**config.mk**
```make
export PLATFORM = sky130hd
export DESIGN_NAME = control_unit
export DESIGN_NICKNAME = d
export VERILOG_FILES = /design/src/rtl/control_unit.sv
export SDC_FILE = /design/constraint.sdc
export NUM_CORES = 1
export LEC_CHECK = 0
export CAP_MARGIN = 10
export CORE_MARGIN = 3
export CORE_UTILIZATION = 44
export CTS_BUF_LIST = sky130_fd_sc_hd__clkbuf_8
export DETAILED_ROUTE_END_ITERATION = 16
export MAX_ROUTING_LAYER = met4
export PLACE_DENSITY = 0.82
export SLEW_MARGIN = 20
export SYNTH_ARGS = -nofsm -noshare
export SYNTH_HDL_FRONTEND = slang
export SYNTH_SLANG_ARGS = --single-unit
```
**constraint.sdc**
```tcl
create_clock -name clk -period 1.75 [get_ports clk]
set_input_delay 0.35 -clock clk [delete_from_list [all_inputs] [get_ports clk]]
set_output_delay 0.35 -clock clk [all_outputs]
set_load 0.02 [all_outputs]
```
**src/rtl/control_unit.sv**
```systemverilog
// control_unit: multi-cycle RV32I sequencer. Steps FETCH -> DECODE -> EXECUTE -> (MEM) and
// drives the datapath strobes. It also handles a debug halt/resume handshake, emits a
// one-cycle retire pulse and holds a sticky trap indication.
//
// Ports:
//   clk, rst                  clock; synchronous active-high reset (all outputs 0 while high)
//   mem_complete              memory transaction done this cycle
//   opcode, f3                IR opcode / funct3 fields (valid from DECODE onward)
//   halt_req, resume_req      debug halt / resume requests (levels)
//   write_pc_ne/_ex, write_pc PC update strobes (PC+4 / branch-conditional / unconditional)
//   write_ir, write_rd        IR load, register-file write enable
//   write_csr                 CSR write enable
//   mem_read, mem_write       memory requests; addr_sel: 0 = ALU, 1 = PC
//   rd_sel                    00 ALU, 01 MEM, 10 CSR, 11 LINK
//   alu_insel1                00 RS, 01 PC, 10 ZR
//   alu_insel2                00 RS, 01 IM, 10 IS
//   retire, halted, trap      completion pulse, debug-halt status, sticky trap
module control_unit #(
  parameter int unsigned OPCODE_WIDTH = 7,
  parameter int unsigned F3_WIDTH     = 3
) (
  input  logic                    clk,
  input  logic                    rst,
  input  logic                    mem_complete,
  input  logic [OPCODE_WIDTH-1:0] opcode,
  input  logic [F3_WIDTH-1:0]     f3,
  input  logic                    halt_req,
  input  logic                    resume_req,
  output logic                    write_pc_ne,
  output logic                    write_pc_ex,
  output logic                    write_pc,
  output logic                    write_ir,
  output logic                    write_rd,
  output logic                    write_csr,
  output logic                    mem_read,
  output logic                    mem_write,
  output logic                    addr_sel,
  output logic [1:0]              rd_sel,
  output logic [1:0]              alu_insel1,
  output logic [1:0]              alu_insel2,
  output logic                    retire,
  output logic                    halted,
  output logic                    trap
);

  localparam logic [OPCODE_WIDTH-1:0] OpOp     = OPCODE_WIDTH'(7'b0110011);
  localparam logic [OPCODE_WIDTH-1:0] OpOpImm  = OPCODE_WIDTH'(7'b0010011);
  localparam logic [OPCODE_WIDTH-1:0] OpLui    = OPCODE_WIDTH'(7'b0110111);
  localparam logic [OPCODE_WIDTH-1:0] OpAuipc  = OPCODE_WIDTH'(7'b0010111);
  localparam logic [OPCODE_WIDTH-1:0] OpJal    = OPCODE_WIDTH'(7'b1101111);
  localparam logic [OPCODE_WIDTH-1:0] OpJalr   = OPCODE_WIDTH'(7'b1100111);
  localparam logic [OPCODE_WIDTH-1:0] OpBranch = OPCODE_WIDTH'(7'b1100011);
  localparam logic [OPCODE_WIDTH-1:0] OpLoad   = OPCODE_WIDTH'(7'b0000011);
  localparam logic [OPCODE_WIDTH-1:0] OpStore  = OPCODE_WIDTH'(7'b0100011);
  localparam logic [OPCODE_WIDTH-1:0] OpFence  = OPCODE_WIDTH'(7'b0001111);
  localparam logic [OPCODE_WIDTH-1:0] OpSystem = OPCODE_WIDTH'(7'b1110011);

  localparam logic [1:0] RdAlu  = 2'b00;
  localparam logic [1:0] RdMem  = 2'b01;
  localparam logic [1:0] RdCsr  = 2'b10;
  localparam logic [1:0] RdLink = 2'b11;
  localparam logic [1:0] In1Rs  = 2'b00;
  localparam logic [1:0] In1Pc  = 2'b01;
  localparam logic [1:0] In1Zr  = 2'b10;
  localparam logic [1:0] In2Rs  = 2'b00;
  localparam logic [1:0] In2Im  = 2'b01;
  localparam logic [1:0] In2Is  = 2'b10;

  typedef enum logic [2:0] {StFetch, StDecode, StExecute, StMem, StHalt, StTrap} state_e;

  state_e state_q, state_d;
  // Set once a fetch is committed (request outstanding or just resumed): halt_req is then
  // ignored until the instruction finishes, so a fetch is never abandoned.
  logic   fetch_go_q, fetch_go_d;
  logic   opcode_legal, is_load, mem_phase;
  logic   shift_f3, load_f3_ok, store_f3_ok, branch_f3_ok, sys_f3_ok, jalr_f3_ok;

  assign opcode_legal = opcode inside {OpOp, OpOpImm, OpLui, OpAuipc, OpJal, OpJalr,
                                       OpBranch, OpLoad, OpStore, OpFence, OpSystem};
  assign is_load      = (opcode == OpLoad);
  assign shift_f3     = (f3 == F3_WIDTH'(1)) || (f3 == F3_WIDTH'(5));
  assign load_f3_ok   = (f3 == F3_WIDTH'(0)) || (f3 == F3_WIDTH'(1)) || (f3 == F3_WIDTH'(2)) ||
                        (f3 == F3_WIDTH'(4)) || (f3 == F3_WIDTH'(5));
  assign store_f3_ok  = (f3 <= F3_WIDTH'(2));
  assign branch_f3_ok = !((f3 == F3_WIDTH'(2)) || (f3 == F3_WIDTH'(3)));
  assign sys_f3_ok    = !((f3 == F3_WIDTH'(0)) || (f3 == F3_WIDTH'(4)));
  assign jalr_f3_ok   = (f3 == F3_WIDTH'(0));

  always_ff @(posedge clk) begin
    if (rst) begin
      state_q    <= StFetch;
      fetch_go_q <= 1'b0;
    end else begin
      state_q    <= state_d;
      fetch_go_q <= fetch_go_d;
    end
  end

  always_comb begin
    state_d     = state_q;
    fetch_go_d  = 1'b0;
    mem_phase   = 1'b0;
    write_pc_ne = 1'b0;
    write_pc_ex = 1'b0;
    write_pc    = 1'b0;
    write_ir    = 1'b0;
    write_rd    = 1'b0;
    write_csr   = 1'b0;
    mem_read    = 1'b0;
    mem_write   = 1'b0;
    addr_sel    = 1'b0;
    rd_sel      = RdAlu;
    alu_insel1  = In1Rs;
    alu_insel2  = In2Rs;
    retire      = 1'b0;
    halted      = 1'b0;
    trap        = 1'b0;

    unique case (state_q)
      StFetch: begin
        if (halt_req && !fetch_go_q) begin
          state_d = StHalt;
        end else begin
          mem_read = 1'b1;
          addr_sel = 1'b1;
          if (mem_complete) begin
            write_ir = 1'b1;
            state_d  = StDecode;
          end else begin
            fetch_go_d = 1'b1;
          end
        end
      end
      StDecode: state_d = opcode_legal ? StExecute : StTrap;
      StExecute: begin
        state_d = StFetch;
        unique case (opcode)
          OpOp, OpOpImm, OpLui, OpAuipc: begin
            alu_insel1  = (opcode == OpLui) ? In1Zr : (opcode == OpAuipc) ? In1Pc : In1Rs;
            alu_insel2  = (opcode == OpOp) ? In2Rs :
                          (opcode == OpOpImm && shift_f3) ? In2Is : In2Im;
            write_rd    = 1'b1;
            write_pc_ne = 1'b1;
            retire      = 1'b1;
          end
          OpJal, OpJalr: begin
            if (opcode == OpJalr && !jalr_f3_ok) begin
              state_d = StTrap;
            end else begin
              alu_insel1 = (opcode == OpJal) ? In1Pc : In1Rs;
              alu_insel2 = In2Im;
              write_pc   = 1'b1;
              write_rd   = 1'b1;
              rd_sel     = RdLink;
              retire     = 1'b1;
            end
          end
          OpBranch: begin
            if (!branch_f3_ok) begin
              state_d = StTrap;
            end else begin
              alu_insel1  = In1Pc;
              alu_insel2  = In2Im;
              write_pc_ex = 1'b1;
              retire      = 1'b1;
            end
          end
          OpLoad:  if (load_f3_ok)  mem_phase = 1'b1; else state_d = StTrap;
          OpStore: if (store_f3_ok) mem_phase = 1'b1; else state_d = StTrap;
          OpFence: begin
            write_pc_ne = 1'b1;
            retire      = 1'b1;
          end
          OpSystem: begin
            if (!sys_f3_ok) begin
              state_d = StTrap;
            end else begin
              write_csr   = 1'b1;
              write_rd    = 1'b1;
              rd_sel      = RdCsr;
              alu_insel2  = In2Im;
              write_pc_ne = 1'b1;
              retire      = 1'b1;
            end
          end
          default: state_d = StTrap;
        endcase
      end
      StMem: mem_phase = 1'b1;
      StHalt: begin
        halted = 1'b1;
        if (resume_req) begin
          state_d    = StFetch;
          fetch_go_d = 1'b1;
        end
      end
      StTrap:  trap = 1'b1;
      default: state_d = StFetch;
    endcase

    // Shared by the EXECUTE cycle of a load/store and every MEM cycle: a completion seen in
    // EXECUTE finishes the access there and skips MEM entirely.
    if (mem_phase) begin
      alu_insel1 = In1Rs;
      alu_insel2 = In2Im;
      mem_read   = is_load;
      mem_write  = !is_load;
      state_d    = mem_complete ? StFetch : StMem;
      if (mem_complete) begin
        write_pc_ne = 1'b1;
        retire      = 1'b1;
        write_rd    = is_load;
        rd_sel      = is_load ? RdMem : RdAlu;
      end
    end

    if (rst) begin
      write_pc_ne = 1'b0;
      write_pc_ex = 1'b0;
      write_pc    = 1'b0;
      write_ir    = 1'b0;
      write_rd    = 1'b0;
      write_csr   = 1'b0;
      mem_read    = 1'b0;
      mem_write   = 1'b0;
      addr_sel    = 1'b0;
      rd_sel      = 2'b00;
      alu_insel1  = 2'b00;
      alu_insel2  = 2'b00;
      retire      = 1'b0;
      halted      = 1'b0;
      trap        = 1'b0;
    end
  end

endmodule

```
==> flow_summary_export.csv, run 1 <==
group,metric,value,unit
synth,synth.cell_area,810,um2
synth,ys_types,45,
cts,cts_max_path_buffers,2,
synth,synth-edff-count,0,
floorplan,die_w,48.9,um
floorplan,num_io_pins,33,
floorplan,fp.dieH,48.9,um
status,status,"stopped before the end",
synth,ys_seq_elements,4,
cts,root_buffer,"clkbuf_8",
placed_design,gp_congestion,0.975,
synth,synth_seq_area_share,0.0989,
cts,postCtsHoldBufs,0,
status,haltStage,"clock tree synthesis",
synth,syn_area_per_cell,6.23,um2
cts,h-tree-depth,1,
synth,synth-compound-area-share,0.326,
cts,cts_sinks,4,
floorplan,start_util,0.502,
synth,synth_fa_ha_area_frac,0,
status,error,"[ERROR DPL-0038] Utilization greater than 100%, impossible to legalize",
cts,cts_resized,204,
synth,synth_nets,145,
placed_design,dp_slack,-1.11,ns
placed_design,hpwl,2.74,mm
synth,synth_top_family_by_area,"simple AND/OR/NAND/NOR gates",
synth,yosys_warnings,0,
placed_design,port_buffers,32,
synth,synthMuxAreaShare,0,
synth,synth_xor_area_frac,0,
synth,synth-simple-area-share,0.470,
synth,synthCells,130,
floorplan,rows,14,
synth,synth-async-reset-ratio,0,
synth,synth_ff_type,"dfxtp_1",
cts,cts_buffers,3,
cts,cts_setup_buffers,13,
placed_design,placed_cell_area,0.00146,mm2
## synth_stat cells, drive strengths merged, types with 2 or more instances
library cell | n | area, um2
buf | 8 | 51.3
a21boi | 2 | 15.0
nor3 | 8 | 40.0
inv | 8 | 30.0
and2 | 2 | 12.5
nand2 | 8 | 32.5
a21oi | 13 | 65.1
o21a | 3 | 22.5
nand2b | 8 | 50.1
nand3 | 4 | 20.0
and3b | 2 | 21.3
nor4 | 3 | 18.8
o31a | 2 | 17.5
o21ai | 8 | 40.0
o2111ai | 2 | 17.5
o211ai | 2 | 20.0
nor2b | 2 | 12.5
and3 | 2 | 12.5
dfxtp | 4 | 80.1
or2 | 2 | 12.5
nand4b | 2 | 17.5
o31ai | 2 | 15.0
nor2 | 19 | 71.3
## kinds of logic after synthesis
kind of cell,count (synthesis)
simple gates,69
buf+inv,17
flops,4
compound gates,40
## metrics by stage
stage           util  std cells  hold WS [ns]
2_1_floorplan      -        130         0.429
3_5_place_dp   0.905        217         0.585
3_3_place_gp   0.905        217         0.579
==> run 2, diff against run 1 <==
Settings changed: CORE_AREA set to 3 3 64 66, CORE_MARGIN 3 to unset, CORE_UTILIZATION 44 to unset, CTS_BUF_LIST sky130_fd_sc_hd__clkbuf_8 to unset, DIE_AREA set to 0 0 67 69, MAX_ROUTING_LAYER met4 to unset, PLACE_DENSITY 0.82 to unset, PLACE_DENSITY_LB_ADDON set to 0.15.
==> run 2 against run 1 <==
  * The flow now finishes, with violations (setup timing)
  * Synthesized cell count stayed put
  * Synthesized area stayed put
==> flow_summary_export.csv, run 2 <==
group,metric,value,unit
drt,drt-wirelength-per-cell,13.3,um
sta,drv_slew,0,
power,finalPower,0.775,mW
floorplan,fp.dieH,69,um
cts,postCtsHoldBufs,0,
critical_path,critPathLaunchType,"primary input",
floorplan,rows,22,
sta,layout_setup_ws,-0.195,ns
drt,post_drt_via_cell_ratio,4.94,
synth,netlist_top_cells_count,"19 x nor2_1, 13 x a21oi_1, 8 x inv_1, 8 x nand2b_1, 8 x nor3_1",
power,p_leak,0.838,nW
synth,yosys_warnings,0,
sta,hold_viol,0,
flow_run,cap_violations,0,
cts,cts_sinks,4,
finish,nets,232,
finish,drive_gt1_frac,0.600,
floorplan,num_io_pins,33,
sta,post-route-min-period,1.94,ns
status,failed_checks,"setup timing",
floorplan,die_w,67,um
finish,layout_common_cells,"61 x buf_4, 15 x nor2_1, 15 x buf_6",
drt,drc_errors,0,
grt,grt_max_degree,13,
grt,grt_pass1_wl,5.81,mm
synth,synthCells,130,
grt,overflow,0,
finish,area_growth,122,%
synth,synth.cell_area,810,um2
sta,setup_viol,8,
critical_path,path_class,"primary input to output pin",
drt,dr.pass1.iters,4,
finish,final_common_cell,"buf_4",
cts,h-tree-depth,1,
synth,synth_top_area_share,0.0989,
placed_design,gp_congestion,0.883,
synth,ys_seq_elements,4,
critical_path,worstSetupStartpoint,"opcode[3]",
finish,fill_cells,386,
critical_path,cp_max_fo,6,
cts,clock_latency,0.22,ns
sta,whs,0.606,ns
synth,synth-edff-count,0,
critical_path,cp-end-kind,"output pin",
sta,final.setup_skew,0.000268,ns
critical_path,cpPeakStageDelay,0.42,ns
power,irDropWorstVdd,0.000594,V
critical_path,required,1.40,ns
synth,synth_ff_type,"dfxtp_1",
cts,cts_tree,"done",
cts,cts_max_path_buffers,2,
synth,synth-async-reset-ratio,0,
finish,largest_register_ffs,3,
drt,drt_iter0_drc,52,
sta,grt_setup_unrepaired,"yes",
floorplan,core,0.00363,mm2
finish,insertedDiodeCount,0,
cts,root_buffer,"clkbuf_8",
sta,fmax,514,MHz
sta,setup_tns,-0.938,ns
sta,relSlewSlack,0.678,
cts,cts_buffers,3,
grt,grt_usage,0.156,
placed_design,hpwl,2.65,mm
drt,routed_wl,3.50,mm
synth,synth_top_cell_by_area,"dfxtp_1",
cts,clkTransAtPathRegs,0.03,ns
min_path,worstHoldPathType,"flop to flop",
critical_path,cp.arrival,1.59,ns
drt,ant_nets,0,
finish,top_regs,"state_q (3), fetch_go_q (1)",
synth,yosys-top-cells-area,"dfxtp_1 9.9%, nor2_1 8.8%, a21oi_1 8.0%, nand2b_1 6.2%, nor3_1 4.9%",
floorplan,die_area,0.00462,mm2
finish,max_flop_register,"state_q",
placed_design,port_buffers,32,
synth,synth_nets,145,
synth,synth_seq_area_share,0.0989,
sta,worst_pin_slew,0.481,ns
critical_path,cp_cell_sequence,"buf_8 -> buf_6 -> o211ai_1 -> o21ai_2 -> o221ai_2 -> a21oi_2 -> buf_4",
critical_path,timing.rr.start,"state_q[0]",
critical_path,slowest_stage,"o211ai_1",
synth,syn_area_per_cell,6.23,um2
synth,post-synth-top-count-cell,"nor2_1",
status,status,"finished with violations",
power,powerDensity,431,mW/mm2
drt,route.vias.total,1299,
grt,antenna_found_initial,0,
sta,fin_crit_sh,1.11,
synth,ys_types,45,
floorplan,start_util,0.223,
grt,grt_pass1_vias,1326,
min_path,hold_start,"state_q[1]",
run 2: cell counts after synthesis:
No cell type changed its count.
run 2: layer usage:
metal | global-route usage | wire, um | share of wire
met1 | 0.184 | 1400 | 0.40
met2 | 0.283 | 1820 | 0.52
met3 | 0.0130 | 190 | 0.054
met4 | 0.0541 | 95 | 0.027
met5 | 0 | 0 | 0
run 2: power by group:
| group | internal (mW) | switching, mW |
|---|---|---|
| Clock | 0.147 | 0.0475 |
| Combinational | 0.239 | 0.220 |
| Sequential | 0.110 | 0.0119 |
| Total | 0.495 | 0.279 |
run 2: layout make-up:
type	count	area (um2)	share of cell area
Clock buffer	3	41.3	0.0229
Sequential cell	4	82.6	0.0459
Inverter	8	30.0	0.0167
Timing Repair Buffer	91	762	0.424
Tap cell	48	60.1	0.0334
Multi-Input combinational cell	109	823	0.458
run 2: metrics by stage:
stage | cell area, um2 | util | std cells | setup WS [ns]
detailed placement | 1530 | 0.420 | 246 | -1.21
global route | 1800 | 0.495 | 263 | -0.241
global placement | 1530 | 0.420 | 246 | -1.26
floorplan | 863 | - | 130 | -0.0783
finish | 1800 | 0.495 | 263 | -0.195
CTS | 1660 | 0.458 | 258 | -0.179
run 2: final timing paths:
kind | end | slack (ns) | cells past startpoint
max | alu_insel2[0] | -0.19 | 7
min | fetch_go_q | 0.61 | 2
max reg2reg | state_q[0] | 0.26 | 8
min reg2reg | fetch_go_q | 0.61 | 2
run 2: critical path, delay by kind of cell:
family	cells	cell delay [ns]
AO/OA/AOI/OAI	4	0.88
buffers and inverters	3	0.38
run 2: logic make-up after synthesis:
group,synth area share
buffers and inverters,0.105
flip-flops,0.0989
AO/OA/AOI/OAI,0.326
AND/OR/NAND/NOR,0.470
run 2: what timing repair did:
item | in CTS | in global routing
endpoints found under the setup margin | 21 | 16
buffers inserted | 10 | 6
resized for setup | 168 | 27
pin swaps | 18 | 14
Note: power is estimated with default switching activity, not from simulation.
